==> config.mk <==
export PLATFORM = sky130hd
export DESIGN_NAME = sysid_regs_flat
export DESIGN_NICKNAME = d
export VERILOG_FILES = /design/src/rtl/sysid_regs_if.sv /design/src/rtl/sysid_regs.sv /design/src/flat_wrapper.sv
export SDC_FILE = /design/constraint.sdc
export NUM_CORES = 1
export LEC_CHECK = 0
export ABC_AREA = 1
export BUFFER_PORTS_ARGS = -buffer_cell sky130_fd_sc_hd__buf_2
export CAP_MARGIN = 40
export CELL_PAD_IN_SITES_DETAIL_PLACEMENT = 1
export CELL_PAD_IN_SITES_GLOBAL_PLACEMENT = 1
export CORE_ASPECT_RATIO = 1.75
export CORE_UTILIZATION = 25
export DETAILED_ROUTE_END_ITERATION = 12
export GPL_TIMING_DRIVEN = 0
export PLACE_DENSITY = 0.67
export SLEW_MARGIN = 5
export SYNTH_ARGS = -nofsm -noshare
export SYNTH_HDL_FRONTEND = slang
export SYNTH_SLANG_ARGS = --single-unit
==> constraint.sdc <==
create_clock -name clock -period 0.8 [get_ports clock]
set_input_delay 0 -clock clock [delete_from_list [all_inputs] [get_ports clock]]
set_output_delay 0 -clock clock [all_outputs]
set_load 0.005 [all_outputs]
==> src/rtl/sysid_regs_if.sv <==
// Register-bus bundle for sysid_regs: request signals from the master,
// plus registered read data and its qualifier from the slave.
interface sysid_regs_if #(
    parameter int unsigned DATA_W = 32,
    parameter int unsigned ADDR_W = 3
);
    logic [ADDR_W-1:0]   address;
    logic                read;
    logic                write;
    logic [DATA_W-1:0]   writedata;
    logic [DATA_W/8-1:0] byteenable;
    logic [DATA_W-1:0]   readdata;
    logic                readdatavalid;

    modport master (
        output address, read, write, writedata, byteenable,
        input  readdata, readdatavalid
    );

    modport slave (
        input  address, read, write, writedata, byteenable,
        output readdata, readdatavalid
    );
endinterface

==> src/rtl/sysid_regs.sv <==
// System ID / build timestamp / scratch register block with fixed-latency reads.
// Define SYSID_UPTIME_EN to build the uptime counter, its HI shadow and the CTRL register.
module sysid_regs #(
    parameter int unsigned DATA_W       = 32,
    parameter int unsigned ADDR_W       = 3,
    parameter logic [31:0] SYSTEM_ID    = 32'h0000_0000,
    parameter logic [31:0] TIMESTAMP    = 32'd1730297458,
    parameter int unsigned READ_LATENCY = 1
) (
    input logic         clock,
    input logic         reset,
    sysid_regs_if.slave bus
);
    localparam int unsigned BE_W = DATA_W / 8;

    if (!(DATA_W == 32 || DATA_W == 64)) begin : g_bad_data_w
        $error("sysid_regs: DATA_W must be 32 or 64");
    end
    if (ADDR_W < 3) begin : g_bad_addr_w
        $error("sysid_regs: ADDR_W must be at least 3");
    end
    if (!(READ_LATENCY == 1 || READ_LATENCY == 2)) begin : g_bad_latency
        $error("sysid_regs: READ_LATENCY must be 1 or 2");
    end

    // A read colliding with a write is discarded; reset priority is applied in the flops.
    logic rd_acc;
    logic wr_acc;
    assign rd_acc = bus.read & ~bus.write;
    assign wr_acc = bus.write;

    logic [DATA_W-1:0] scratch_q, scratch_d;
    logic              scratch_wr;

    assign scratch_wr = wr_acc && (bus.address == ADDR_W'(3));

    always_comb begin
        scratch_d = scratch_q;
        for (int i = 0; i < BE_W; i++) begin
            if (scratch_wr && bus.byteenable[i]) begin
                scratch_d[8*i +: 8] = bus.writedata[8*i +: 8];
            end
        end
    end

    always_ff @(posedge clock) begin
        if (reset) begin
            scratch_q <= '0;
        end else begin
            scratch_q <= scratch_d;
        end
    end

`ifdef SYSID_UPTIME_EN
    localparam logic UptimeEn = 1'b1;

    logic [2*DATA_W-1:0] uptime_q, uptime_d;
    logic [DATA_W-1:0]   shadow_q, shadow_d;
    logic                freeze_q, freeze_d;
    logic                ctrl_wr;
    logic                clear_req;

    always_comb begin
        ctrl_wr   = wr_acc && (bus.address == ADDR_W'(6)) && bus.byteenable[0];
        clear_req = ctrl_wr && bus.writedata[0];
        freeze_d  = ctrl_wr ? bus.writedata[1] : freeze_q;
        // CLEAR wins over FREEZE so a combined write parks the counter at zero.
        if (clear_req) begin
            uptime_d = '0;
        end else if (freeze_q) begin
            uptime_d = uptime_q;
        end else begin
            uptime_d = uptime_q + (2*DATA_W)'(1);
        end
        shadow_d = shadow_q;
        if (rd_acc && (bus.address == ADDR_W'(4))) begin
            shadow_d = uptime_q[2*DATA_W-1:DATA_W];
        end
    end

    always_ff @(posedge clock) begin
        if (reset) begin
            uptime_q <= '0;
            shadow_q <= '0;
            freeze_q <= 1'b0;
        end else begin
            uptime_q <= uptime_d;
            shadow_q <= shadow_d;
            freeze_q <= freeze_d;
        end
    end
`else
    localparam logic UptimeEn = 1'b0;
`endif

    logic [DATA_W-1:0] info_val;
    logic [DATA_W-1:0] rd_mux;

    always_comb begin
        info_val        = '0;
        info_val[7:0]   = 8'(DATA_W);
        info_val[9:8]   = 2'(READ_LATENCY);
        info_val[10]    = UptimeEn;
    end

    always_comb begin
        rd_mux = '0;
        case (bus.address)
            ADDR_W'(0): rd_mux = DATA_W'(SYSTEM_ID);
            ADDR_W'(1): rd_mux = DATA_W'(TIMESTAMP);
            ADDR_W'(2): rd_mux = info_val;
            ADDR_W'(3): rd_mux = scratch_q;
`ifdef SYSID_UPTIME_EN
            ADDR_W'(4): rd_mux = uptime_q[DATA_W-1:0];
            ADDR_W'(5): rd_mux = shadow_q;
            ADDR_W'(6): rd_mux = {{(DATA_W-2){1'b0}}, freeze_q, 1'b0};
`endif
            default:    rd_mux = '0;
        endcase
    end

    logic              pipe_vld;
    logic [DATA_W-1:0] pipe_data;

    if (READ_LATENCY == 2) begin : g_lat2
        logic              s1_vld_q;
        logic [DATA_W-1:0] s1_data_q;

        always_ff @(posedge clock) begin
            if (reset) begin
                s1_vld_q  <= 1'b0;
                s1_data_q <= '0;
            end else begin
                s1_vld_q <= rd_acc;
                if (rd_acc) begin
                    s1_data_q <= rd_mux;
                end
            end
        end

        assign pipe_vld  = s1_vld_q;
        assign pipe_data = s1_data_q;
    end else begin : g_lat1
        assign pipe_vld  = rd_acc;
        assign pipe_data = rd_mux;
    end

    logic [DATA_W-1:0] readdata_q;
    logic              readdatavalid_q;

    // readdata only moves on a valid beat so it holds between reads.
    always_ff @(posedge clock) begin
        if (reset) begin
            readdata_q      <= '0;
            readdatavalid_q <= 1'b0;
        end else begin
            readdatavalid_q <= pipe_vld;
            if (pipe_vld) begin
                readdata_q <= pipe_data;
            end
        end
    end

    assign bus.readdata      = readdata_q;
    assign bus.readdatavalid = readdatavalid_q;
endmodule

==> src/flat_wrapper.sv <==
// flat-port wrapper written by rule: the top's interface ports become plain ports
module sysid_regs_flat 
#(
    parameter int unsigned DATA_W       = 32,
    parameter int unsigned ADDR_W       = 3,
    parameter logic [31:0] SYSTEM_ID    = 32'h0000_0000,
    parameter logic [31:0] TIMESTAMP    = 32'd1730297458,
    parameter int unsigned READ_LATENCY = 1
)
  (clock, reset, bus_address, bus_read, bus_write, bus_writedata, bus_byteenable, bus_readdata, bus_readdatavalid);
  sysid_regs_if #(.DATA_W(DATA_W), .ADDR_W(ADDR_W)) bus_i ();
  input logic clock;
  input logic reset;
  input wire logic [$bits(bus_i.address)-1:0] bus_address;
  input wire logic [$bits(bus_i.read)-1:0] bus_read;
  input wire logic [$bits(bus_i.write)-1:0] bus_write;
  input wire logic [$bits(bus_i.writedata)-1:0] bus_writedata;
  input wire logic [$bits(bus_i.byteenable)-1:0] bus_byteenable;
  output wire logic [$bits(bus_i.readdata)-1:0] bus_readdata;
  output wire logic [$bits(bus_i.readdatavalid)-1:0] bus_readdatavalid;
  assign bus_i.address = bus_address;
  assign bus_i.read = bus_read;
  assign bus_i.write = bus_write;
  assign bus_i.writedata = bus_writedata;
  assign bus_i.byteenable = bus_byteenable;
  assign bus_readdata = bus_i.readdata;
  assign bus_readdatavalid = bus_i.readdatavalid;
  sysid_regs #(.DATA_W(DATA_W), .ADDR_W(ADDR_W), .SYSTEM_ID(SYSTEM_ID), .TIMESTAMP(TIMESTAMP), .READ_LATENCY(READ_LATENCY)) u_core (.clock(clock), .reset(reset), .bus(bus_i));
endmodule
# ---- Word level (Yosys, flattened, before mapping)
# Index checks and enable logic that the tools add are counted.
dict set report classes {
  eq_ne 3
  n_reduce_logical 5
  muxes 1
  n_bitwise 2
}
# op count
set ops {}
lappend ops {{32-bit one-hot mux with 3 select lines} 1}
lappend ops {{3-bit by 2-bit equality test with 1-bit output (second input constant)} 2}
lappend ops {{1-bit logical AND} 5}
lappend ops {{3-bit by 1-bit equality test with 1-bit output (second input constant)} 1}
lappend ops {{1-bit bitwise AND} 1}
lappend ops {{1-bit inverter} 1}
dict set report totals {
  out_inout_bits 33
  input_bits 43
  register_bits 65
  word_cells 17
}

# ---- Logic depth before layout (Yosys ltp)
dict set report depth {
  word_depth 3
  depth_mapped 8
  mapped_depth_nobuf 7
}

# ---- Least setup slack after synthesis
# No wires, ideal clock.
dict set report synth_path {
  path_type {input-to-reg}
  startpoint {input port bus_address[0]}
  endpoint {register u_core.scratch_q[0]}
  t_arrival_ps 688
  setup_ps 113
  cell_stages 7
  path_buffers 2
  t_required_ps 687
  setup_slack_ps -1
  cell_sequence {buf_6 -> inv_4 -> nor2_8 -> nand3_4 -> buf_6 -> nor2_1 -> nor2_1}
}
dict set report synth_between {
  elab_chain_cells 3
}
# element line_no
set synth_lines {}
lappend synth_lines {{start: declaration} flat_wrapper.sv:14} ;# input wire logic [$bits(bus_i.address)-1:0] bus_address;
lappend synth_lines {{3-bit by 2-bit equality test with 1-bit output} sysid_regs.sv:35} ;# assign scratch_wr = wr_acc && (bus.address == ADDR_W'(3));
lappend synth_lines {{1-bit logical AND} sysid_regs.sv:35}
lappend synth_lines {{1-bit logical AND} sysid_regs.sv:40} ;# if (scratch_wr && bus.byteenable[i]) begin
lappend synth_lines {{end signal: assignment} sysid_regs.sv:50} ;# scratch_q <= scratch_d;
lappend synth_lines {{end: declaration} sysid_regs.sv:32} ;# logic [DATA_W-1:0] scratch_q, scratch_d;
# No other way between the ends.
# A chain may end at the register's enable or synchronous reset.

# ---- Worst setup path in the final report
dict set report layout_path {
  startpoint {register u_core.readdata_q[21] (netlist: u_core.bus.readdata[21])}
  endpoint {output port bus_readdata[21]}
}
# element line_no
set layout_rtl {}
lappend layout_rtl {{start: declaration} sysid_regs.sv:148} ;# logic [DATA_W-1:0] readdata_q;
lappend layout_rtl {{start signal: assignment} sysid_regs.sv:159} ;# readdata_q <= pipe_data;
lappend layout_rtl {{end: declaration} flat_wrapper.sv:19} ;# output wire logic [$bits(bus_i.readdata)-1:0] bus_readdata;
# No word-level cell between the ends.

==> run_summary.xml <==
<?xml version="1.0" encoding="UTF-8"?>
<metrics>
  <group name="timing">
    <metric name="fin_skew" unit="ns">0.002127</metric>
    <metric name="final_worst_slack" unit="ns">0.02278</metric>
    <metric name="timing_max_transition_violations_final" unit="">0</metric>
    <metric name="max_slew.worst_pin.slew" unit="ns">0.4888</metric>
    <metric name="final.min_clock_period" unit="ns">0.7772</metric>
    <metric name="rsz_0062_raised_after_global_routing" unit="">true</metric>
    <metric name="fin_setup_tns" unit="ns">0</metric>
    <metric name="finalSetupViolations" unit="">0</metric>
    <metric name="fmax" unit="MHz">1287</metric>
    <metric name="finalHoldViolations" unit="">0</metric>
    <metric name="layout_worst_path_cycle_share" unit="">0.9715</metric>
    <metric name="slew_headroom" unit="">0.6741</metric>
  </group>
  <group name="routing">
    <metric name="vias" unit="">2702</metric>
    <metric name="avgRoutedWirePerCell" unit="um">12.51</metric>
    <metric name="remaining_drc_errors" unit="">0</metric>
    <metric name="drtIter0Drc" unit="">53</metric>
    <metric name="postRouteWirelength" unit="um">7967</metric>
    <metric name="drt.antenna.violating_nets" unit="">0</metric>
    <metric name="detail_route.first_pass.iterations" unit="">4</metric>
    <metric name="viasPerCell" unit="">4.242</metric>
  </group>
  <group name="cells_and_area">
    <metric name="stdcell_count" unit="">637</metric>
    <metric name="fin_nets" unit="">545</metric>
    <metric name="post_route_cells_drive_above_1_share" unit="">0.2939</metric>
    <metric name="layout.core_utilization" unit="">0.3700</metric>
    <metric name="flow.area_growth_from_synthesis" unit="%">44.00</metric>
    <metric name="mostFrequentLayoutCell" unit="">nand2_1</metric>
    <metric name="diodes_inserted" unit="">0</metric>
    <metric name="final_cell_mix" unit="">nand2_1 (126), buf_2 (75), nor2_1 (67), dfxtp_1 (39), inv_1 (35)</metric>
  </group>
  <group name="die">
    <metric name="rows" unit="">50</metric>
    <metric name="core_region_area" unit="mm^2">0.01064</metric>
    <metric name="die_height" unit="um">140.3</metric>
    <metric name="io_pins" unit="">76</metric>
    <metric name="initial_utilization" unit="">0.2569</metric>
    <metric name="die_x" unit="um">81.03</metric>
    <metric name="die_area" unit="mm^2">0.01137</metric>
  </group>
  <group name="synth">
    <metric name="synth_top_area_share" unit="">0.4762</metric>
    <metric name="ys_ff_latch" unit="">65</metric>
    <metric name="average_cell_area_after_synthesis" unit="um^2">7.079</metric>
    <metric name="synth_top_cells_by_area" unit="">dfxtp_1 (48%), nand2_1 (17%), nor2_1 (9.2%)</metric>
    <metric name="synthDistinctLibCells" unit="">17</metric>
    <metric name="syn-instance-count" unit="">386</metric>
    <metric name="syn_area" unit="mm^2">0.002733</metric>
    <metric name="synth.largest_area_cell" unit="">dfxtp_1</metric>
    <metric name="synth-warning-count" unit="">0</metric>
    <metric name="share_of_synthesized_area_occupied_by_flip_flops_and_latches" unit="">0.4762</metric>
    <metric name="syn_nets" unit="">429</metric>
  </group>
  <group name="worst_setup_path">
    <metric name="timing.reg2reg.setup_slack" unit="ns">0.07</metric>
    <metric name="critical_path.n_buffers_inverters" unit="">1</metric>
    <metric name="reg2reg_to" unit="">u_core.bus.readdata[21]$_SDFFE_PP0P_</metric>
    <metric name="cp_data_arrival_time" unit="ns">0.78</metric>
    <metric name="critical_path.startpoint_type" unit="">flip-flop</metric>
    <metric name="r2r_start" unit="">u_core.scratch_q[21]$_SDFFE_PP0P_</metric>
    <metric name="path_cells" unit="">buf_2</metric>
    <metric name="critPathTopFamily" unit="">flip-flops</metric>
    <metric name="reg2reg_depth" unit="">4</metric>
    <metric name="critPathMaxStageDelay" unit="ns">0.34</metric>
    <metric name="critPathKind" unit="">flip-flop to output port</metric>
    <metric name="worst-endpoint-required" unit="ns">0.80</metric>
    <metric name="critical_path.slowest_cell" unit="">dfxtp_2</metric>
    <metric name="crit_path_max_fanout" unit="">2</metric>
    <metric name="setup.worst_path.end_class" unit="">output port</metric>
  </group>
  <group name="clock_tree">
    <metric name="cts_tree" unit="">yes</metric>
    <metric name="cts-root-to-sink-buffers" unit="">2</metric>
    <metric name="clkTransAtPathRegs" unit="ns">0.05</metric>
    <metric name="clock_tree.root_cell" unit="">clkbuf_16</metric>
    <metric name="worst_skew_pair.late_latency" unit="ns">0.33</metric>
    <metric name="cts_buffers" unit="">9</metric>
    <metric name="clock-sinks" unit="">65</metric>
    <metric name="htree_levels" unit="">3</metric>
    <metric name="post_cts_setup_buffer_count" unit="">0</metric>
  </group>
  <group name="min_path">
    <metric name="min_delay_worst_endpoint" unit="">u_core.bus.readdata[8]$_SDFFE_PP0P_</metric>
    <metric name="worstHoldPathType" unit="">input pin to flip-flop</metric>
    <metric name="hold_path_startpoint" unit="">bus_address[0]</metric>
    <metric name="hold_depth" unit="">4</metric>
  </group>
  <group name="power_and_ir_drop">
    <metric name="total_leakage_power" unit="uW">0.001938</metric>
    <metric name="vdd.ir_drop.worst" unit="V">0.0009894</metric>
    <metric name="power.density" unit="mW/mm^2">1989</metric>
  </group>
  <group name="global_route">
    <metric name="grt_pass1_wl" unit="um">12970</metric>
    <metric name="grt-ovfl-total" unit="">0</metric>
    <metric name="pin_count_of_the_biggest_net_entering_global_routing" unit="">11</metric>
    <metric name="antenna_found_initial" unit="">0</metric>
    <metric name="global_route.usage.total" unit="">0.1525</metric>
    <metric name="number_of_global_route_vias_before_repair" unit="">2728</metric>
  </group>
  <group name="place">
    <metric name="post-place-ws" unit="ns">-0.3150</metric>
    <metric name="dp_hpwl" unit="um">5956</metric>
    <metric name="place.port_buffers" unit="">73</metric>
    <metric name="globalplace.congestion" unit="">0.7493</metric>
    <metric name="placed_cells" unit="">589</metric>
  </group>
  <group name="run_status">
    <metric name="outcome" unit="">finished, final reports clean</metric>
  </group>
  <group name="run">
    <metric name="drv.max_cap_violation_count" unit="">0</metric>
  </group>
</metrics>
-- how the worst max path moves through the flow --
stage | start | endpoint | slack, ns | cells after the start
3_5_place_dp | bus_write | u_core.bus.readdata[2]$_SDFFE_PP0P_ | -0.31 | 7
2_1_floorplan | bus_address[0] | u_core.scratch_q[0]$_SDFFE_PP0P_ | 0.01 | 7
3_3_place_gp | bus_write | u_core.bus.readdata[2]$_SDFFE_PP0P_ | -0.31 | 7
6_report | u_core.bus.readdata[21]$_SDFFE_PP0P_ | bus_readdata[21] | 0.02 | 1
4_1_cts | u_core.bus.readdata[26]$_SDFFE_PP0P_ | bus_readdata[26] | 0.003 | 1
5_1_grt | u_core.bus.readdata[20]$_SDFFE_PP0P_ | bus_readdata[20] | -0.003 | 1
-- synth_stat cells, drive strengths merged --
cell type	instances
nand3	27
nand2	135
clkbuf	7
a21oi	31
nor2	69
dfxtp	65
inv	39
buf	13
-- area by class of cell --
cell class | instances | area, um^2
Buffer | 20 | 147.6
Clock buffer | 13 | 250.2
Clock inverter | 3 | 40.04
Fill cell | 1351 | 6700
Inverter | 39 | 148.9
Multi-Input combinational cell | 262 | 1160
Sequential cell | 65 | 1334
Tap cell | 130 | 162.7
Timing Repair Buffer | 105 | 691.9
-- layer usage --
layer  share of wire  routed length, um  vias up  track usage
met5               0                  0        -            0
met3           0.038                303       11      0.03322
met1            0.41               3246     1239       0.1671
met2            0.53               4235       52       0.2698
li1                -                  -     1400            -
met4           0.023                182        0      0.07143
-- sequential cells by signal (all words and copies together) (netlist names) --
signal and flops:
u_core.scratch_q 32, u_core.bus.readdatavalid 1, u_core.bus.readdata 32
-- what timing repair did --
| item | in CTS | in global routing |
|---|---|---|
| hold buffers | 32 | 0 |
| setup endpoints to repair | 13 | 42 |
| hold endpoints to repair | 32 | 0 |
| pin swaps | 0 | 0 |
| resized for setup | 13 | 23 |
-- cell families after synthesis --
| group | Yosys count | share of synthesized area |
|---|---|---|
| buf+inv | 59 | 0.1049 |
| flops | 65 | 0.4762 |
| compound gates | 31 | 0.05678 |
| simple gates | 231 | 0.3622 |
-- worst reg2reg max path, cell delays in order, from the launching register on --
cell and delay, ns:
dfxtp_1 0.30, inv_1 0.11, nand2_1 0.07, nand2_1 0.07
a21oi_1 0.05
-- stage by stage --
| stage | hold slack (ns) | power (uW) | area, um^2 |
|---|---|---|---|
| floorplan | 0.1349 | 3684 | 2736 |
| global placement | 0.2218 | 3918 | 3264 |
| detailed placement | 0.2284 | 3927 | 3264 |
| CTS | 0.005757 | 7941 | 3891 |
| global route | 0.04081 | 8139 | 3935 |
| finish | 0.005631 | 7827 | 3935 |
-- power by group --
group          total (uW)  internal, uW  switching (uW)  leakage, uW
clock network        3850          2490            1360     0.000144
registers            3330          3300            25.5     0.000538
logic                 653           306             347      0.00126
Power figures use the tool's default switching activity.
